$ cat src/rtl/display_scan_decoder.sv
// display_scan_decoder: readback end of a multiplexed 3-digit 7-segment bus.
// Synchronizes the active-low segment/select pins, waits for each digit select
// to settle, decodes the segment code to BCD and assembles complete frames
// into {hundreds,tens,units} BCD and a binary value 0-999.
// Optional macro DISP_STABLE_FILTER_EN: outputs only follow a frame after it
// has repeated STABLE_FRAMES times in a row (error-free frames only).
module display_scan_decoder #(
    parameter int SETTLE_CYCLES = 16,
    parameter int STABLE_FRAMES = 2
) (
    input  logic        clk,
    input  logic        rst,
    input  logic [7:0]  seg_in,
    input  logic [3:0]  sel_in,
    output logic [11:0] digits_out,
    output logic [9:0]  value_out,
    output logic        value_valid,
    output logic        frame_strobe,
    output logic        code_err
);

    typedef enum logic [1:0] {IDLE, SETTLE, CAPTURE, HOLD} state_t;

    localparam logic [3:0] SEL_U = 4'b1110;
    localparam logic [3:0] SEL_T = 4'b1101;
    localparam logic [3:0] SEL_H = 4'b1011;

    // Decimal point is never decoded.
    logic dp_unused;
    assign dp_unused = seg_in[7];

    logic [6:0] seg_s1_q, s_seg;
    logic [3:0] sel_s1_q, s_sel;

    state_t          state_q;
    logic [3:0]      cur_sel_q;
    logic [7:0]      cnt_q;
    logic [2:0][3:0] dig_q, dig_d;
    logic [2:0]      seen_q, seen_d, err_q, err_d;
    logic [11:0]     digits_q;
    logic [9:0]      value_q, value_d;
    logic            valid_q, strobe_q, cerr_q;
    logic            frame_done, frame_err, upd;
    logic [4:0]      dec;

    // {err, bcd}: unknown codes decode to F with the error bit set.
    function automatic logic [4:0] seg_decode(input logic [6:0] c);
        case (c)
            7'h40:   seg_decode = 5'h00;
            7'h79:   seg_decode = 5'h01;
            7'h24:   seg_decode = 5'h02;
            7'h30:   seg_decode = 5'h03;
            7'h19:   seg_decode = 5'h04;
            7'h12:   seg_decode = 5'h05;
            7'h02:   seg_decode = 5'h06;
            7'h78:   seg_decode = 5'h07;
            7'h00:   seg_decode = 5'h08;
            7'h10:   seg_decode = 5'h09;
            default: seg_decode = 5'h1F;
        endcase
    endfunction

    function automatic logic sel_ok(input logic [3:0] s);
        sel_ok = (s == SEL_U) || (s == SEL_T) || (s == SEL_H);
    endfunction

    // Two-flop synchronizers on the asynchronous display pins.
    always_ff @(posedge clk or negedge rst) begin
        if (!rst) begin
            seg_s1_q <= '1;
            s_seg    <= '1;
            sel_s1_q <= '1;
            s_sel    <= '1;
        end else begin
            seg_s1_q <= seg_in[6:0];
            s_seg    <= seg_s1_q;
            sel_s1_q <= sel_in;
            s_sel    <= sel_s1_q;
        end
    end

    // Slot write on capture; a frame completes on the capture that fills the last slot.
    always_comb begin
        dec    = seg_decode(s_seg);
        dig_d  = dig_q;
        seen_d = seen_q;
        err_d  = err_q;
        if (state_q == CAPTURE) begin
            case (cur_sel_q)
                SEL_U:   begin dig_d[0] = dec[3:0]; seen_d[0] = 1'b1; err_d[0] = dec[4]; end
                SEL_T:   begin dig_d[1] = dec[3:0]; seen_d[1] = 1'b1; err_d[1] = dec[4]; end
                SEL_H:   begin dig_d[2] = dec[3:0]; seen_d[2] = 1'b1; err_d[2] = dec[4]; end
                default: ;
            endcase
        end
        frame_done = (state_q == CAPTURE) && (&seen_d);
        frame_err  = |err_d;
        value_d    = {6'd0, dig_d[2]} * 10'd100 + {6'd0, dig_d[1]} * 10'd10 + {6'd0, dig_d[0]};
    end

`ifdef DISP_STABLE_FILTER_EN
    logic [2:0]  match_q, match_d;
    logic [11:0] prev_q;

    // Count consecutive identical error-free frames; publish once the run is long enough.
    always_comb begin
        match_d = match_q;
        upd     = 1'b0;
        if (frame_done) begin
            if (frame_err) begin
                match_d = 3'd0;
            end else begin
                if (dig_d == prev_q) begin
                    if (match_q < 3'(STABLE_FRAMES)) match_d = match_q + 3'd1;
                end else begin
                    match_d = 3'd1;
                end
                upd = (match_d == 3'(STABLE_FRAMES));
            end
        end
    end

    // Run-length state for the stability filter.
    always_ff @(posedge clk or negedge rst) begin
        if (!rst) begin
            match_q <= '0;
            prev_q  <= '0;
        end else begin
            match_q <= match_d;
            if (frame_done && !frame_err) prev_q <= dig_d;
        end
    end
`else
    logic [2:0] stable_unused;
    assign stable_unused = 3'(STABLE_FRAMES);

    // Every error-free frame is published immediately.
    always_comb upd = frame_done && !frame_err;
`endif

    // Scan FSM plus slot/flag bookkeeping and registered outputs.
    always_ff @(posedge clk or negedge rst) begin
        if (!rst) begin
            state_q   <= IDLE;
            cur_sel_q <= '1;
            cnt_q     <= '0;
            dig_q     <= '0;
            seen_q    <= '0;
            err_q     <= '0;
            digits_q  <= '0;
            value_q   <= '0;
            valid_q   <= 1'b0;
            strobe_q  <= 1'b0;
            cerr_q    <= 1'b0;
        end else begin
            case (state_q)
                IDLE: if (sel_ok(s_sel)) begin
                    state_q   <= SETTLE;
                    cur_sel_q <= s_sel;
                    cnt_q     <= '0;
                end
                SETTLE: begin
                    if (s_sel != cur_sel_q) begin
                        if (sel_ok(s_sel)) begin
                            cur_sel_q <= s_sel;
                            cnt_q     <= '0;
                        end else begin
                            state_q <= IDLE;
                        end
                    end else if (cnt_q == 8'(SETTLE_CYCLES - 1)) begin
                        state_q <= CAPTURE;
                    end else begin
                        cnt_q <= cnt_q + 8'd1;
                    end
                end
                CAPTURE: state_q <= HOLD;
                HOLD: if (s_sel != cur_sel_q) begin
                    if (sel_ok(s_sel)) begin
                        state_q   <= SETTLE;
                        cur_sel_q <= s_sel;
                        cnt_q     <= '0;
                    end else begin
                        state_q <= IDLE;
                    end
                end
                default: state_q <= IDLE;
            endcase

            dig_q    <= dig_d;
            seen_q   <= frame_done ? 3'b000 : seen_d;
            err_q    <= frame_done ? 3'b000 : err_d;
            strobe_q <= frame_done;
            cerr_q   <= frame_done && frame_err;
            if (upd) begin
                digits_q <= dig_d;
                value_q  <= value_d;
                valid_q  <= 1'b1;
            end
        end
    end

    assign digits_out   = digits_q;
    assign value_out    = value_q;
    assign value_valid  = valid_q;
    assign frame_strobe = strobe_q;
    assign code_err     = cerr_q;

endmodule

$ cat config.mk
export PLATFORM = sky130hd
export DESIGN_NAME = display_scan_decoder
export DESIGN_NICKNAME = d
export VERILOG_FILES = /design/src/rtl/display_scan_decoder.sv
export SDC_FILE = /design/constraint.sdc
export NUM_CORES = 1
export LEC_CHECK = 0
export ABC_AREA = 1
export CAP_MARGIN = 20
export CORE_UTILIZATION = 30
export DETAILED_ROUTE_END_ITERATION = 12
export DONT_BUFFER_PORTS = 1
export GPL_TIMING_DRIVEN = 0
export HOLD_SLACK_MARGIN = 0.08
export MAX_ROUTING_LAYER = met4
export PLACE_DENSITY = 0.47
export SLEW_MARGIN = 20
export SYNTH_ARGS = -nofsm -noshare
export SYNTH_HDL_FRONTEND = slang
export SYNTH_SLANG_ARGS = --single-unit
export TNS_END_PERCENT = 20
$ cat constraint.sdc
create_clock -name clk -period 5.45 [get_ports clk]
set_clock_uncertainty 0.05 [all_clocks]
set_input_delay 0.8175 -clock clk [delete_from_list [all_inputs] [get_ports clk]]
set_output_delay 0.8175 -clock clk [all_outputs]
set_load 0.05 [all_outputs]
* After elaboration in Yosys (flattened, before gate mapping)
Cells that the tools add are included.
** Word-level totals
- Logic and storage cells :: 94
- Register bits :: 79
** Operators by class
- $mul :: 2
- Reductions and logical operators :: 16
- Add/sub/neg operators :: 3
- Eq/ne operators :: 26
- Muxes and demuxes :: 30
** Operators with widths (number)
- 5-bit case mux with 10 select lines :: 1
- 8-bit two-way mux :: 4
- 4-bit == test (second input constant) :: 6
- 8-bit case mux with 3 select lines :: 1
- 7-bit by 5-bit == test with 1-bit output (second input constant) :: 3
- 7-bit == test (second input constant) :: 3
- 4-bit two-way mux :: 5
- 7-bit by 6-bit == test with 1-bit output (second input constant) :: 2
- 12-bit two-way mux :: 1
- 3-bit two-way mux :: 4
- 10-bit by 4-bit adder with 10-bit output :: 1
- 10-bit by 8-bit adder with 10-bit output :: 1
- 2-bit two-way mux :: 5
- 3-bit != test (second input constant) :: 3
- 8-bit by 1-bit adder with 8-bit output (second input constant) :: 1
- 8-bit by 4-bit == test with 1-bit output (second input constant) :: 1
- 4-bit by 5-bit multiplier with 8-bit output (second input constant) :: 1
- 2-bit case mux with 4 select lines :: 1
- 4-bit case mux with 2 select lines :: 1
- 7-bit by 2-bit == test with 1-bit output (second input constant) :: 1
- 7-bit logical NOT :: 1
- 4-bit by 3-bit multiplier with 7-bit output (second input constant) :: 1
- 1-bit two-way mux :: 7
- 3-bit AND reduction :: 2
- 15 further kinds :: 20

* Longest topological paths before layout
Gate-level depths: netlist of the first run.
- Depth after elaboration :: 7
- Gate-level depth with buffers :: 25
- Gate-level depth less buffers :: 25

* Worst setup path before layout of the first run
OpenSTA, ideal clock, no wires.
- Path type :: register to register
- Start :: register state_q[0]
- End :: register value_q[9] (netlist: value_out[9])
- Setup time :: 0.119 ns
- Buffers on the path :: 0
- Required time :: 5.281 ns
- Cell stages (with the launch flop) :: 23
- Data arrival time :: 3.789 ns
- Setup slack :: 1.491 ns
- Cell sequence :: dfrtp_1 -> inv_1 -> ha_1 -> nand4_1 -> inv_1 -> or2_2 -> o21ai_0 -> inv_1 -> ha_1 -> ha_1 -> inv_1 -> fa_1 -> xor2_1 -> ha_1 -> ha_1 -> inv_1 -> o21bai_1 -> a31oi_1 -> nand2_1 -> nand2_1 -> nand2_1 -> nand4_1 -> nand2_1
** RTL lines
- from (decl) :: line 35 : state_t state_q;
- from (signal assigned) :: line 144 : state_q <= IDLE;
- from (signal assigned) :: line 158 : state_q <= SETTLE;
- from (signal assigned) :: line 168 : state_q <= IDLE;
- to (signal assigned) :: line 196 : value_q <= value_d;
- to (decl) :: line 41 : logic [9:0] value_q, value_d;

==> results of run 1 <==
-- state kept, by name, summed over array words and instances (netlist names), 3 cells and up, named ones only --
register,cells
seen_q,3
cnt_q,8
cur_sel_q,4
dig_q,12
sel_s1_q,4
seg_s1_q,7
s_sel,4
value_out,9
digits_out,12
s_seg,7
err_q,3
-- synthesized netlist by cell type (10+ instances only) --
library cell / instances
nor2_1: 31
a21oi_1: 10
nand3_1: 33
o21ai_0: 25
dfrtp_1: 52
inv_1: 52
dfstp_2: 26
ha_1: 29
nand4_1: 19
xor2_1: 13
nand2_1: 160
-- metrics by stage --
step / worst slack (ps) / hold WS (ps) / instances / util (%) / area, um2
6_report: 987 / 109 / 708 / 34.9 / 4880
5_1_grt: 590 / 88.1 / 708 / 34.9 / 4880
4_1_cts: 953 / 88.8 / 708 / 34.9 / 4880
3_5_place_dp: 979 / 298 / 692 / 32.5 / 4540
3_3_place_gp: 1000 / 297 / 692 / 32.5 / 4540
2_1_floorplan: 1490 / 295 / 512 / - / 4320
-- routing by layer --
metal | up-vias | GRT usage [%]
met5 | - | -
met3 | 11 | 4.31
met1 | 1566 | 16.3
li1 | 1668 | -
met4 | 0 | 5.56
met2 | 37 | 24.8
-- logic make-up after synthesis --
logic type	after synthesis	synth area share (%)
AO/OA/AOI/OAI	47	5.97
XOR/XNOR	15	3.04
adder cells (fa/ha/maj)	34	10.7
buffers and inverters	71	6.92
flip-flops	78	45.9
AND/OR/NAND/NOR	267	27.4
-- power by group through the flow --
stage               logic [mW]  clock network (mW)  registers, mW
floorplan                0.496                   0          0.705
global placement         0.639                   0          0.714
detailed placement       0.642                   0          0.717
CTS                      0.650               0.687          0.707
global route             0.743               0.708          0.719
finish                   0.636               0.663          0.707
-- cell type report --
type | instances | share of cell area, %
Buffer | 11 | 1.49
Clock buffer | 10 | 4.90
Clock inverter | 6 | 1.92
Inverter | 60 | 4.64
Multi-Input combinational cell | 363 | 41.7
Sequential cell | 78 | 40.7
Tap cell | 180 | 4.62
-- layout by cell type (no fill, tap or decap), types with 4 or more instances in the layout --
master / netlist / final
nand2_1: 160 / 160
inv_1: 52 / 52
dfrtp_1: 52 / 52
nand3_1: 33 / 33
nor2_1: 31 / 31
ha_1: 29 / 29
dfstp_2: 26 / 26
o21ai_0: 25 / 25
nand4_1: 19 / 19
xor2_1: 13 / 13
a21oi_1: 10 / 10
clkbuf_16: 0 / 9
inv_2: 6 / 6
nor2_2: 6 / 6
or2_2: 6 / 6
fa_1: 5 / 5
buf_2: 4 / 4
-- worst min-delay path by stage --
| stage | startpoint | to | cells after the start |
|---|---|---|---|
| 3_3_place_gp | sel_s1_q[2] | s_sel[2] | 0 |
| 2_1_floorplan | seg_s1_q[0] | s_seg[0] | 0 |
| 3_5_place_dp | seg_s1_q[4] | s_seg[4] | 0 |
| 5_1_grt | rst | value_out[9] | 0 |
| 4_1_cts | rst | value_out[9] | 0 |
| 6_report | rst | value_out[9] | 0 |
==> metrics.txt, run 1 <==
gr ovfl total=0; global-route total usage across every layer=between 10% and 20%; Clock Tree Root=clkbuf_16; worst reg-to-reg setup slack=approximately 1000 ps; placed wire-length estimate=~6900 um; critical-path maximum fanout=9; CP startpoint=state_q[0]; Combinational Power Share=a little under a third; Area growth, synth to finish=12.9%; hold buffer count at CTS=0; Critical Path End Type=flop; Tightest Hold Check Type=input pin to async pin; vias in the first global route=about 3300; largest net degree at the start of global routing=~80; final-report max-slew violation count=0; cell count along the critical path=22; most frequently used flop master after synthesis=dfrtp_1; capture point of the critical path=value_out[9]; area of the multi-input gates=about 2000 um2; first-pass GRT wire length=between 15000 and 20000 um; max-cap viol count=0; Antenna Cells=0; setup TNS=0 ps; number of remaining DRC errors=0; initial antenna violation count=0; initial drt markers=between 200 and 250; number of placement rows=43; worst supply voltage drop on vdd=between 0.1 and 0.15 mV; delay-heaviest family, CP=adder cells; detailed route wirelength on metal3=about 300 um; timing-limited maximum frequency=roughly 0.22 GHz; first-pass iteration count of the detailed router=4; delay contributed by the slowest stage of the critical path=around 450 ps; highest layer used for signal routing=met4; via total after detailed routing=approximately 3300; number of cells traversed by the worst register-to-register path=22; switching share of power=35.4%; final hold violations=0; Post CTS Setup Buffer Count=0; fin crit period=~4500 ps; portion of the post-synthesis area used by sequential elements=45.9%; RSZ-0062 raised after global routing=false; net total in the final layout=571; number of filler cells placed in the layout=~1500; count of state elements after synthesis=78; CTS tree=done; net switching power=approximately 0.71 mW; average size of a mapped cell=about 8.4 um2; mean number of vias per cell=between 4 and 5; TritonCTS sink count=78; gate count after technology mapping=between 500 and 600; Clock Tree Buf Depth=2; H-tree lvl count=3; met1 layer wirelength in the final routing=roughly 4200 um; Least-Margin Pin Slew=501 ps; critical path cell sequence=inv_1 -> ha_1 -> nand4_1 -> inv_1 -> or2_2 -> o21ai_0 -> inv_1 -> ha_1 -> ha_1 -> inv_1 -> fa_1 -> xor2_1 -> ha_1 -> ha_1 -> inv_1 -> o21bai_1 -> a31oi_1 -> nand2_1 -> nand2_1 -> nand2_1 -> nand4_1 -> nand2_1; Synth Net Count=560; Synth area leaders=dfrtp_1 (30%), dfstp_2 (16%), nand2_1 (14%); end of the worst register-to-register path=value_out[9]; share of cells above drive strength 1=15.0%; reg2reg start=state_q[0]; DIE WIDTH=122 um; Avg WL per Cell=between 10 and 15 um; full die area=about 15000 um2; Port Buf Inserts=0; total clock buffers created by CTS=9; share of Yosys cell area claimed by the top area cell type=a little under a third; flip-flop and latch area=around 2000 um2; Final Power=roughly 2 mW; number of flops mapped to enable cells by yosys=0; sum of met2 wire segment lengths after detailed routing=approximately 4800 um; number of warning messages in the yosys log=0; residual antenna-violating net count after detailed routing=0; startpoint type of the worst setup path=flop; cells resized by post-CTS repair=0; total setup violations reported at the end of the flow=0; initial core utilization=30.9%; Relative slew margins=66.6%; Clock Pin Slew Worst Setup and Hold Paths=~70 ps; clock share of power=~33%; cell type with the largest total area after synthesis=dfrtp_1; core region area=about 14000 um2; leakage=between 2 and 3 nW; worst skew pair latency=340 ps; share of the clock period used by the worst path=about 82%; internal power=roughly 1.3 mW; critical-path cell with the highest stage delay=dfrtp_1; Worst EP required=5640 ps; placer's final routability congestion estimate=~0.85; sequential share of power=a little over a third; buffer and inverter count on the worst path=5; status=finished clean; Synth async-reset ratio=100%; Distinct cells, synth=38; total power per unit cell area=411 nW/um2; Cell Area, Synth=between 4000 and 5000 um2; I/O pin cnt=39; Vert. Die Dim=approximately 120 um; Crit path arrival time=around 4700 ps; final wirelength=between 9000 and 10000 um; Crit Path Class=flop to flop
Power figures use the tool's default switching activity.
==> inputs of run 2 (changes only) <==
==> constraint.sdc (replaced) <==
create_clock -name clk -period 4.6 [get_ports clk]
set_clock_uncertainty 0.05 [all_clocks]
set_input_delay 0.69 -clock clk [delete_from_list [all_inputs] [get_ports clk]]
set_output_delay 0.69 -clock clk [all_outputs]
set_load 0.05 [all_outputs]
==> run 2 against run 1 <==
  * Sequential share of layout area decreased by 0.27 points
  * Die area unchanged
  * Global-route usage increased by 0.20 points
  * Fmax increased by 4.8%
  * Register-to-register slack got worse by 650 ps
  * Via count increased by 0.12%
  * First-iteration DRC count decreased by 15%
  * Final area increased by 0.74%
  * Non-clock buffer count increased by 2
  * Final cell count increased by 0.28%
  * Largest cell class unchanged
  * Total power increased by 19%
==> metrics.txt, run 2 (synthesized netlist as in run 1, its figures left out) <==
area of the multi-input gates=2040 um2 (unchanged); Crit path arrival time=4500 ps (-150 ps); number of placement rows=43 (unchanged); flip-flop and latch area=1990 um2 (about the same); timing-limited maximum frequency=0.235 GHz (+4.8%); placed wire-length estimate=6920 um (unchanged); share of cells above drive strength 1=15.7% (+0.70 points); full die area=14900 um2 (unchanged); largest net degree at the start of global routing=53 (-33%); commonest non-fill, non-tap cell in the layout=nand2_1; initial drt markers=197 (-15%); leakage=2.70 nW (+0.49%); Area growth, synth to finish=13.8%; number of remaining DRC errors=0 (unchanged); total setup violations reported at the end of the flow=0 (unchanged); worst reg-to-reg setup slack=340 ps (-650 ps); Least-Margin Pin Slew=502 ps (+0.00310 ps); status=finished clean; Vert. Die Dim=122 um (unchanged); CP dominant cell by count=nand2_1; first-pass iteration count of the detailed router=6 (+2); fin crit period=4260 ps (-203 ps); Tightest Hold Check Type=input pin to async pin; initial core utilization=30.9% (unchanged); critical-path maximum fanout=10 (+1); first-pass GRT wire length=16200 um (+0.94%); Port Buf Inserts=0 (unchanged); final-report max-slew violation count=0 (unchanged); critical-path cell with the highest stage delay=dfstp_2; Clock Tree Root=clkbuf_16; global-route total usage across every layer=14.9% (+0.20 points); Worst EP required=4840 ps (-800 ps); Antenna Cells=0 (unchanged); setup slack at placement=129 ps (-850 ps); Crit Path Class=flop to flop; worst path setup slack after routing=340 ps (-647 ps); Avg WL per Cell=13.5 um (+0.95%); residual antenna-violating net count after detailed routing=0 (unchanged); commonest cells after routing, fill and taps aside=nand2_1 (160), inv_1 (51), dfrtp_1 (51); total power per unit cell area=486 nW/um2 (+18%); worst skew pair latency=340 ps (about the same); delay contributed by the slowest stage of the critical path=580 ps (+130 ps); number of filler cells placed in the layout=1457 (-0.34%); cell area after layout=4910 um2 (+0.74%); core region area=14000 um2 (unchanged); DIE WIDTH=122 um (unchanged); final wirelength=9550 um (+1.2%); RSZ-0062 raised after global routing=false; buffer and inverter count on the worst path=2 (-3); CTS tree=done; TritonCTS sink count=78 (unchanged); net total in the final layout=573 (+0.35%); I/O pin cnt=39 (unchanged); Clock Tree Buf Depth=2 (unchanged); startpoint type of the worst setup path=flop; gr ovfl total=0 (unchanged); placer's final routability congestion estimate=0.854 (unchanged); total clock buffers created by CTS=9 (unchanged); Critical Path End Type=flop; vias in the first global route=3304 (-0.15%); worst supply voltage drop on vdd=0.163 mV (+22%); mean number of vias per cell=4.63 (-0.16%); initial antenna violation count=0 (unchanged); share of the clock period used by the worst path=92.6% (+11 points); final hold violations=0 (unchanged); via total after detailed routing=3286 (+0.12%); area of placed instances=4540 um2 (unchanged); setup TNS=0 ps (unchanged); H-tree lvl count=3 (unchanged); Clock Pin Slew Worst Setup and Hold Paths=70 ps (about the same); critical path cell sequence=nand2_1 -> nor2_2 -> nand3_1 -> nand2_1 -> nor2_2 -> nand2_4 -> nand2_1 -> o21ai_0 -> inv_1 -> ha_1 -> ha_1 -> fa_1 -> ha_1 -> ha_1 -> nand2_1 -> inv_1 -> nand4_1 -> nand3_1 -> xor2_1 -> nand4_1 -> nand2_1; max-cap viol count=0 (unchanged); Relative slew margins=66.6% (about the same); delay-heaviest family, CP=adder cells
run 2: cell count changes in the layout (fill, tap and decap cells not counted):
cell,previous run,this run
inv_1,52,51
buf_4,3,4
dfrtp_1,52,51
buf_16,0,1
inv_2,6,7
dfrtp_2,0,1
o21ai_1,3,4
o21ai_0,25,24
run 2: power by group:
part / leakage [nW] / internal (mW) / total (mW) / switching, mW
sequential: 0.994 / 0.787 / 0.838 / 0.0512
combinational: 1.55 / 0.258 / 0.765 / 0.507
clock: 0.159 / 0.493 / 0.787 / 0.293
run 2: area by class of cell:
type	count	area share [%]
Inverter	60	4.61
Buffer	11	1.48
Clock buffer	10	4.86
Clock inverter	6	1.91
Sequential cell	78	40.4
Multi-Input combinational cell	363	41.4
Timing Repair Buffer	2	0.713
Tap cell	180	4.58
run 2: what timing repair did:
item,in CTS,in global routing
endpoints found under the hold margin,52,0
buffers inserted,0,1
gates resized for setup,0,3
setup endpoints to repair,0,4
hold buffers,1,0
run 2: worst paths after layout:
| check | startpoint | endpoint | depth (start not counted) |
|---|---|---|---|
| max in group asynchronous | rst | state_q[0] | 1 |
| min in group clk | sel_in[1] | sel_s1_q[1] | 0 |
| setup / recovery | s_seg[4] | value_out[8] | 21 |
| hold reg to reg | seg_s1_q[4] | s_seg[4] | 0 |
| hold / removal | rst | value_out[9] | 1 |
| setup reg to reg | s_seg[4] | value_out[8] | 21 |
run 2: routing by layer:
layer	track usage, %	wire, um	vias up
met5	-	0	-
met4	5.32	150	0
met3	4.31	323	11
met2	25.0	4860	43
met1	16.8	4220	1559
li1	-	-	1673
run 2: worst register-to-register path, delay by kind of cell (launching register included):
family | cells | cell delay, ps
AO/OA/AOI/OAI | 1 | 370
AND/OR/NAND/NOR | 12 | 1120
adder cells (fa/ha/maj) | 5 | 1660
XOR/XNOR | 1 | 150
flip-flops | 1 | 580
buffers and inverters | 2 | 280
run 2: through the flow:
step	util, %	power [mW]	instances	hold slack (ps)
finish	35.1	2.39	710	134
detailed placement	32.5	1.61	692	298
floorplan	-	1.42	512	295
global placement	32.5	1.60	692	297
CTS	35.1	2.44	709	124
global route	35.1	2.59	710	121
==> inputs of run 3 (changes only) <==
--- a/config.mk
+++ b/config.mk
@@ -7,6 +7,7 @@
 export LEC_CHECK = 0
 export ABC_AREA = 1
 export CAP_MARGIN = 20
+export CORE_MARGIN = 4
 export CORE_UTILIZATION = 30
 export DETAILED_ROUTE_END_ITERATION = 12
 export DONT_BUFFER_PORTS = 1
==> constraint.sdc (replaced) <==
create_clock -name clk -period 4.6 [get_ports clk]
set_clock_uncertainty 0.05 [all_clocks]
set_input_delay 0.92 -clock clk [delete_from_list [all_inputs] [get_ports clk]]
set_output_delay 0.92 -clock clk [all_outputs]
set_load 0.05 [all_outputs]
==> run 3 against run 2 <==
  * Clock power is 6.9% lower
  * Critical path depth is 2 lower
  * Combinational power hardly changed
  * Worst hold slack better by 95 ps
  * Non-clock buffer count stayed put
  * Fmax is 0.58% higher
  * Final cell count stayed put
==> metrics.txt, run 3 (synthesized netlist as in run 1, its figures left out) <==
first-pass GRT wire length=16500 um (+1.5%); RSZ-0062 raised after global routing=false; DIE WIDTH=128 um (+4.9%); H-tree lvl count=3 (unchanged); Area growth, synth to finish=12.7%; leakage=2.68 nW (-0.69%); count of placed standard cells including taps=692 (unchanged); CP dominant cell by count=ha_1; reg2reg start=state_q[0]; timing-limited maximum frequency=0.236 GHz (+0.58%); setup TNS=0 ps (unchanged); delay-heaviest family, CP=adder cells; total power per unit cell area=480 nW/um2 (-1.2%); full die area=16400 um2 (+10%); Vert. Die Dim=128 um (+4.9%); number of remaining DRC errors=0 (unchanged); worst reg-to-reg setup slack=360 ps (+20 ps); Antenna Cells=0 (unchanged); worst skew pair latency=340 ps (about the same); via total after detailed routing=3358 (+2.2%); share of cells above drive strength 1=15.8% (+0.19 points); final standard cell count with taps included and fillers excluded=710 (unchanged); number of cells traversed by the worst register-to-register path=19 (-9.5%); Avg WL per Cell=13.8 um (+2.3%); Tightest Hold Check Type=input pin to async pin; area of placed instances=4540 um2 (unchanged); Relative slew margins=66.0% (-0.57 points); total clock buffers created by CTS=9 (unchanged); final hold violations=0 (unchanged); commonest cells after routing, fill and taps aside=nand2_1 (160), inv_1 (51), dfrtp_1 (51); startpoint type of the worst setup path=flop; initial drt markers=125 (-37%); Critical Path End Type=flop; number of filler cells placed in the layout=1462 (+0.34%); Least-Margin Pin Slew=510 ps (+8.51 ps); delay contributed by the slowest stage of the critical path=450 ps (-130 ps); number of placement rows=43 (unchanged); end of the worst register-to-register path=value_out[8]; Crit path arrival time=4470 ps (-30 ps); critical path cell sequence=inv_1 -> ha_1 -> nand3_2 -> clkinv_2 -> or2_2 -> o21ai_1 -> inv_1 -> ha_1 -> ha_1 -> fa_1 -> ha_1 -> ha_1 -> nand2_1 -> inv_1 -> nand4_1 -> nand3_1 -> xor2_1 -> nand4_1 -> nand2_1; I/O pin cnt=39 (unchanged); largest net degree at the start of global routing=79 (+49%); Final Power=2.34 mW (-2.1%); area of the multi-input gates=2040 um2 (+0.18%); worst supply voltage drop on vdd=0.222 mV (+36%); global-route total usage across every layer=13.2% (-1.7 points); Clock Tree Buf Depth=2 (unchanged); flip-flop and latch area=1990 um2 (unchanged); status=finished clean; buffer and inverter count on the worst path=4 (+2); critical-path cell with the highest stage delay=fa_1; commonest non-fill, non-tap cell in the layout=nand2_1; max-cap viol count=0 (unchanged); Clock Pin Slew Worst Setup and Hold Paths=70 ps (about the same); CTS tree=done; Port Buf Inserts=0 (unchanged); final-report max-slew violation count=0 (unchanged); total setup violations reported at the end of the flow=0 (unchanged); placed wire-length estimate=7220 um (+4.3%); placer's final routability congestion estimate=0.818 (-4.1%); gr ovfl total=0 (unchanged); Crit Path Class=flop to flop; final wirelength=9780 um (+2.3%); Worst EP required=4830 ps (about the same); initial core utilization=30.9% (unchanged); cell area after layout=4870 um2 (-0.89%); net total in the final layout=573 (unchanged); residual antenna-violating net count after detailed routing=0 (unchanged); TritonCTS sink count=78 (unchanged); fin crit period=4240 ps (-24.5 ps); core region area=14000 um2 (unchanged); share of the clock period used by the worst path=92.1% (-0.53 points); vias in the first global route=3358 (+1.6%); Clock Tree Root=clkbuf_16; mean number of vias per cell=4.73 (+2.2%); critical-path maximum fanout=9 (-1); first-pass iteration count of the detailed router=4 (-2); initial antenna violation count=0 (unchanged)
[run 3: layout make-up]
| type | count | share of cell area, % |
|---|---|---|
| plain buffers | 11 | 1.49 |
| clock buffers | 9 | 4.62 |
| clock inverters | 7 | 1.64 |
| inverters | 60 | 4.65 |
| multi-input cells | 363 | 41.9 |
| flip-flops and latches | 78 | 40.8 |
| well taps | 180 | 4.62 |
| repair buffers | 2 | 0.308 |
[run 3: layer usage]
| layer | vias up | part of all wire [%] | GRT usage [%] |
|---|---|---|---|
| li1 | 1671 | - | - |
| met1 | 1626 | 43 | 14.8 |
| met2 | 52 | 52 | 22.5 |
| met3 | 9 | 3.8 | 3.71 |
| met4 | 0 | 1.9 | 4.56 |
| met5 | - | 0 | - |
[run 3: stage by stage]
stage                     setup WS [ps]  util [%]  hold WS [ps]
after global placement              160      32.5           297
final                               365      34.8           229
after floorplan                     641         -           295
after CTS                          34.2      34.7           204
after global routing               39.3      34.8           193
after detailed placement           51.1      32.5           298
[run 3: worst max path at each step]
stage | start | end | cells past startpoint
2_1_floorplan | state_q[0] | value_out[9] | 22
3_3_place_gp | state_q[0] | value_out[9] | 22
3_5_place_dp | state_q[0] | value_out[9] | 22
4_1_cts | state_q[0] | value_out[9] | 22
5_1_grt | state_q[0] | value_out[8] | 19
6_report | state_q[0] | value_out[8] | 19
[run 3: worst register-to-register path: stages, from the launching register on]
cell	delay, ps
dfrtp_2	420
inv_1	100
ha_1	280
nand3_2	180
clkinv_2	180
or2_2	310
o21ai_1	170
inv_1	180
ha_1	310
ha_1	230
fa_1	450
ha_1	310
ha_1	370
nand2_1	70
inv_1	70
nand4_1	80
nand3_1	90
xor2_1	160
nand4_1	100
nand2_1	70
[run 3: what timing repair did]
| action | CTS | global route |
|---|---|---|
| buffers inserted | 0 | 2 |
| setup endpoints to repair | 0 | 4 |
| hold buffers | 0 | 0 |
| endpoints found under the hold margin | 0 | 0 |
| gates resized for setup | 0 | 6 |
[run 3: power by group]
group	internal (mW)	leakage [nW]	switching [mW]
clock	0.429	0.149	0.304
sequential	0.787	0.994	0.0513
combinational	0.259	1.54	0.509
total	1.47	2.68	0.865
